### src/rtl/pipeline_hazard_scoreboard.sv
// Hazard/forwarding controller: in-flight writer scoreboard beside ID/EX, drives stall, bubble and EX forward selects.
// Latency: stall/id_bubble combinational from ID inputs; ex_fwd_a/b registered, valid while the instruction is in EX.
// Backpressure: stall holds PC and IF/ID; ex_flush overrides stall and kills the ID instruction.
module pipeline_hazard_scoreboard #(
  parameter int DEPTH    = 3,
  parameter int AW       = 5,
  parameter int ZERO_REG = 31,
  parameter int LOAD_LAT = 2,
  parameter int CW       = 16
) (
  input  logic                     clk,
  input  logic                     reset,
  input  logic                     id_valid,
  input  logic [AW-1:0]            id_rn,
  input  logic [AW-1:0]            id_rm,
  input  logic                     id_rn_used,
  input  logic                     id_rm_used,
  input  logic                     id_wr_en,
  input  logic [AW-1:0]            id_rd,
  input  logic                     id_is_load,
  input  logic                     id_sets_flags,
  input  logic                     id_uses_flags,
  input  logic                     ex_flush,
  output logic                     stall,
  output logic                     id_bubble,
  output logic [$clog2(DEPTH)-1:0] ex_fwd_a,
  output logic [$clog2(DEPTH)-1:0] ex_fwd_b,
  output logic [CW-1:0]            stall_count,
  output logic [CW-1:0]            flush_count
);

  localparam int            SW     = $clog2(DEPTH);
  // Only stages 1..DEPTH-1 are stored: the WB-stage writer is covered by the
  // register file's falling-edge write, so it never forwards nor stalls.
  localparam int            NE     = DEPTH - 1;
  localparam logic [SW-1:0] LL_SEL = SW'(LOAD_LAT);
  localparam logic [AW-1:0] ZR     = AW'(ZERO_REG);

  // Scoreboard entries; index i tracks pipeline stage i+1.
  logic [NE-1:0] e_vld;
  logic [NE-1:0] e_wr;
  logic [NE-1:0] e_load;
  logic [AW-1:0] e_rd [NE];
  // Flags matter only for the instruction right in EX (B.cond reads NZVC in EX).
  logic          e0_flags;

  logic [SW-1:0] sel_a, sel_b;
  logic          load_a, load_b;
  logic          ld_haz, flag_haz;

  // Youngest matching writer per operand: scan oldest-to-youngest so the lowest index wins.
  always_comb begin
    sel_a  = '0;
    sel_b  = '0;
    load_a = 1'b0;
    load_b = 1'b0;
    for (int i = NE - 1; i >= 0; i--) begin
      if (id_rn_used && (id_rn != ZR) && e_vld[i] && e_wr[i] && (e_rd[i] == id_rn)) begin
        sel_a  = SW'(i + 1);
        load_a = e_load[i];
      end
      if (id_rm_used && (id_rm != ZR) && e_vld[i] && e_wr[i] && (e_rd[i] == id_rm)) begin
        sel_b  = SW'(i + 1);
        load_b = e_load[i];
      end
    end
  end

  // Load data is not ready until the end of stage LOAD_LAT; flags of the EX instruction are not yet written.
  assign ld_haz    = (load_a && (sel_a < LL_SEL)) || (load_b && (sel_b < LL_SEL));
  assign flag_haz  = id_uses_flags && e_vld[0] && e0_flags;
  assign stall     = reset && id_valid && !ex_flush && (ld_haz || flag_haz);
  assign id_bubble = !reset || stall || ex_flush || !id_valid;

  // Shift the scoreboard; the ID instruction enters stage 1 only when it advances.
  always_ff @(posedge clk or negedge reset) begin
    if (!reset) begin
      e_vld    <= '0;
      e_wr     <= '0;
      e_load   <= '0;
      e0_flags <= 1'b0;
      for (int i = 0; i < NE; i++) e_rd[i] <= '0;
    end else begin
      e_vld[0]  <= !id_bubble;
      e_wr[0]   <= !id_bubble && id_wr_en;
      e_load[0] <= !id_bubble && id_is_load;
      e_rd[0]   <= id_rd;
      e0_flags  <= !id_bubble && id_sets_flags;
      for (int i = 1; i < NE; i++) begin
        e_vld[i]  <= e_vld[i-1];
        e_wr[i]   <= e_wr[i-1];
        e_load[i] <= e_load[i-1];
        e_rd[i]   <= e_rd[i-1];
      end
    end
  end

  // Forward selects follow the instruction into EX; a bubble forwards nothing.
  always_ff @(posedge clk or negedge reset) begin
    if (!reset) begin
      ex_fwd_a <= '0;
      ex_fwd_b <= '0;
    end else begin
      ex_fwd_a <= id_bubble ? '0 : sel_a;
      ex_fwd_b <= id_bubble ? '0 : sel_b;
    end
  end

  // Saturating stall/flush event counters.
  always_ff @(posedge clk or negedge reset) begin
    if (!reset) begin
      stall_count <= '0;
      flush_count <= '0;
    end else begin
      if (stall && (stall_count != '1)) stall_count <= stall_count + 1'b1;
      if (ex_flush && (flush_count != '1)) flush_count <= flush_count + 1'b1;
    end
  end

endmodule

### config.mk
export PLATFORM = sky130hd
export DESIGN_NAME = pipeline_hazard_scoreboard
export DESIGN_NICKNAME = d
export VERILOG_FILES = /design/src/rtl/pipeline_hazard_scoreboard.sv
export SDC_FILE = /design/constraint.sdc
export NUM_CORES = 1
export LEC_CHECK = 0
export CORE_MARGIN = 5
export CORE_UTILIZATION = 30
export DETAILED_ROUTE_END_ITERATION = 6
export SLEW_MARGIN = 20
export SYNTH_ARGS = -nofsm -noshare
export SYNTH_HDL_FRONTEND = slang
export SYNTH_SLANG_ARGS = --single-unit
### constraint.sdc
create_clock -name clk -period 3 [get_ports clk]
set_input_delay 0.6 -clock clk [delete_from_list [all_inputs] [get_ports clk]]
set_output_delay 0.6 -clock clk [all_outputs]
set_load 0.03 [all_outputs]
==> metrics.md <==
| Metric | Value |
|---|---|
| Avg Inst Size Synth | 11.2 um2 |
| # IOs | between 60 and 70 |
| Final setup viols | 0 |
| Outcome | completed |
| Cts bufs inserted | 5 |
| All-layer global routing usage | between 10% and 20% |
| Placed Area | 3180 um2 |
| Drt first pass iters | 4 |
| Startpoint Class | input port |
| Post-DRT Antenna Nets | 0 |
| Number of cells on the worst reg-to-reg path | 7 |
| Final HPWL DP | just over 4 mm |
| Initial antenna violation count | 0 |
| Setup crit end | stall |
| Vias in the first global route | 1862 |
| WP data required | 2.40 ns |
| Unrepaired setup endpoints after global routing | no |
| H-tree depth | 2 |
| Inst Count DP | between 300 and 400 |
| Finished Layout Cells | 393 |
| Worst EP arrival | around 2.2 ns |
| DRT iter0 DRCs | 25 |
| CTS tree | done |
| Fin Hold WS | 0.385 ns |
| Fin area | 3310 um2 |
| Hold WC Path Type | flop to flop |
| Net Count, Synth | 239 |
| Inserted Diodes | 0 |
| Worst reg2reg startpoint | flush_count[0]$_DFFE_PN0P_ |
| Clk buf depth | 2 |
| Die area | between 9000 and 10000 um2 |
| Max-slew violations | 0 |
| Fin crit period | 2.82 ns |
| Die X | ~99 um |
| Global placer's final weighted congestion | 0.801 |
| Peak VDD IR | 0.305 mV |
| Layout cells sized above 1 | 11.7% |
| P_leak | 1.42 nW |
| # DRC | 0 |
| Syn Inst Count | between 200 and 250 |
| Clk Latency, worst-skew pair | ~0.3 ns |
| Synth area leaders | dfrtp_1 55%, xnor2_1 10%, xor2_1 7.4%, nand3_1 3.6%, nand2_1 3.5% |
| Number of port buffers | 62 |
| Nets@finish | 317 |
| TritonCTS Sinks | 52 |
| Adder-cell share of the synthesized area | around 1.1% |
| Synth-to-Final Area Change | 39.2% |
| Fin Clk Skew | 0.00899 ns |
| Compound-cell area share of the yosys netlist | 3.27% |
| YS warnings | 0 |
| Vias/cell | 4.59 |
| Yosys top cell by area | dfrtp_1 |
| Max Freq | 354 MHz |
| Xor/xnor share of the synthesized area | 18.7% |
| Synth Cell Area | 2370 um2 |
| Global-route wire length before repair | 8.80 mm |
| Via count | 1804 |
| Mux share of post-synthesis cell area | less than 1% |
| CP bufs+invs | 2 |
| Crit path largest cell delay | about 0.48 ns |
| Synth Area in Simple Gates | 20.6% |
| Measured slew at the worst slew-check pin | 0.655 ns |
| R2R Setup Slk | 0.65 ns |
| Register bit total from synthesis | between 50 and 60 |
| Root Buffer Master | clkbuf_8 |
| Die Span Y | 99.0 um |
| Crit path cell chain | clkdlybuf4s50_1 -> xor2_1 -> nor4_2 -> nand4_1 -> and3_4 -> nor2_1 -> buf_4 |
| Worst Path Max Fanout | 4 |
| Largest net degree at the start of global routing | 53 |
| Crit path capture type | primary output |
| CP Launch Point | id_rm[4] |
| Commonest non-fill, non-tap cells in the layout | 54 x clkdlybuf4s50_1, 52 x dfrtp_1, 27 x xnor2_1 |
| Synth top area share | 54.8% |
| Core area | 7730 um2 |
| Final hold violations | 0 |
| Sequential share of the synthesized area | between 50% and 60% |
| Critical-path top delay cell | clkdlybuf4s50_1 |
| Tcrit/Tclk final | 94.1% |
| Yosys cell types | 35 |
| Largest family of logic cells by synthesized area | simple AND/OR/NAND/NOR gates |
| Commonest non-fill, non-tap cell in the layout | clkdlybuf4s50_1 |
| Clk slew on worst S/H paths | around 0.09 ns |
| Row cnt | 32 |
| Initial Util | 30.7% |
| Top delay family on crit path | simple AND/OR/NAND/NOR gates |
| Gr ovfl total | 0 |
| Max-Cap Viols | 0 |
| WP depth | 7 |
| Reg-to-reg endpoint | flush_count[15]$_DFFE_PN0P_ |
| Worst relative slew slack | 56.3% |
| Pwr per Cell Area | 491 nW/um2 |
| Crit path kind | input port to primary output |
| Post-Route WL | 5.16 mm |
| WL/cell | 13.1 um |
==> worst min-delay path by stage <==
stage,from,endpoint,slack (ns),cells past startpoint
global route,e_wr[0]$_DFF_PN0_,e_wr[1]$_DFF_PN0_,0.42,0
finish,e_wr[0]$_DFF_PN0_,e_wr[1]$_DFF_PN0_,0.39,0
detailed placement,e_wr[0]$_DFF_PN0_,e_wr[1]$_DFF_PN0_,0.38,0
floorplan,reset,e0_flags$_DFF_PN0_,0.30,0
CTS,e_wr[0]$_DFF_PN0_,e_wr[1]$_DFF_PN0_,0.39,0
global placement,e_wr[0]$_DFF_PN0_,e_wr[1]$_DFF_PN0_,0.37,0
==> registers in the layout (all words and copies together) (netlist names) <==
| register | count |
|---|---|
| stall_count | 16 |
| flush_count | 16 |
| e_vld | 2 |
| ex_fwd_b | 2 |
| e_load | 1 |
| e_rd | 10 |
| e0_flags | 1 |
| ex_fwd_a | 2 |
| e_wr | 2 |
==> kinds of logic (layout without fill, tap and decap cells) <==
logic type               after synthesis  after routing
buffers and inverters                  5             84
adder cells (fa/ha/maj)                2              2
AO/OA/AOI/OAI                         10             10
multiplexers                           1              1
XOR/XNOR                              49             49
AND/OR/NAND/NOR                       93             93
flip-flops                            52             52
==> area by class of cell <==
class,count,area [um2]
multi-input combinational,155,1060
fill,749,4420
tap,102,128
sequential,52,1300
clock inverter,3,47.5
clock buffer,5,68.8
inverter,3,11.3
timing repair buffer,73,691
==> metrics by stage <==
step / setup TNS [ns] / setup WS (ns) / power, mW / util, %
final: 0 / 0.177 / 1.62 / 42.8
after global routing: 0 / 0.0433 / 1.72 / 42.8
after CTS: 0 / 0.0634 / 1.65 / 42.6
after detailed placement: -0.0363 / -0.0363 / 1.16 / 41.2
after global placement: -0.0202 / -0.0202 / 1.15 / 41.2
after floorplan: 0 / 0.326 / 0.990 / -
==> power breakdown <==
part / total, mW / internal (mW) / switching (mW)
clock: 0.488 / 0.251 / 0.236
sequential: 0.812 / 0.751 / 0.0605
combinational: 0.325 / 0.154 / 0.171
total: 1.62 / 1.16 / 0.468
==> worst register-to-register path, delay by kind of cell (launching register included) <==
kind	cells	cell delay [ns]
simple gates	4	1.12
flops	1	0.42
compound gates	1	0.34
fa+ha+maj	1	0.21
xor+xnor	1	0.14
==> per-layer routing <==
layer	track usage (%)	vias up	wire length [um]
li1	-	887	-
met1	14.3	870	2320
met2	18.1	41	2490
met3	3.33	6	283
met4	3.68	0	68
met5	0	-	0
==> synth_stat cells <==
master and number:
a31oi_2 1, or4b_4 1, o21bai_1 1, and2_1 4, nor4_1 5, and3_4 1
and3_1 6, o2111ai_1 1, o21ai_0 1, mux2_2 1, nand2_1 22, or3_1 1
nor2_1 14, a31o_2 1, dfrtp_1 52, ha_1 2, o21a_1 2, o21ai_1 1
nand3b_1 1, nand3_1 17, a211oi_1 1, and4_1 1, nor3_1 6, or4_4 1
nand4_1 10, o31ai_1 1, clkbuf_1 1, or2_2 1, buf_6 1, inv_1 3
xor2_1 20, or4b_2 1, xnor2_2 2, or4_1 1, xnor2_1 27
==> repair_timing <==
item | CTS | global route
setup buffers | 0 | 0
gates resized for setup | 4 | 3
endpoints found under the setup margin | 1 | 2
hold buffers | 0 | 0
gates cloned | 0 | 0
Power figures use the tool's default switching activity.
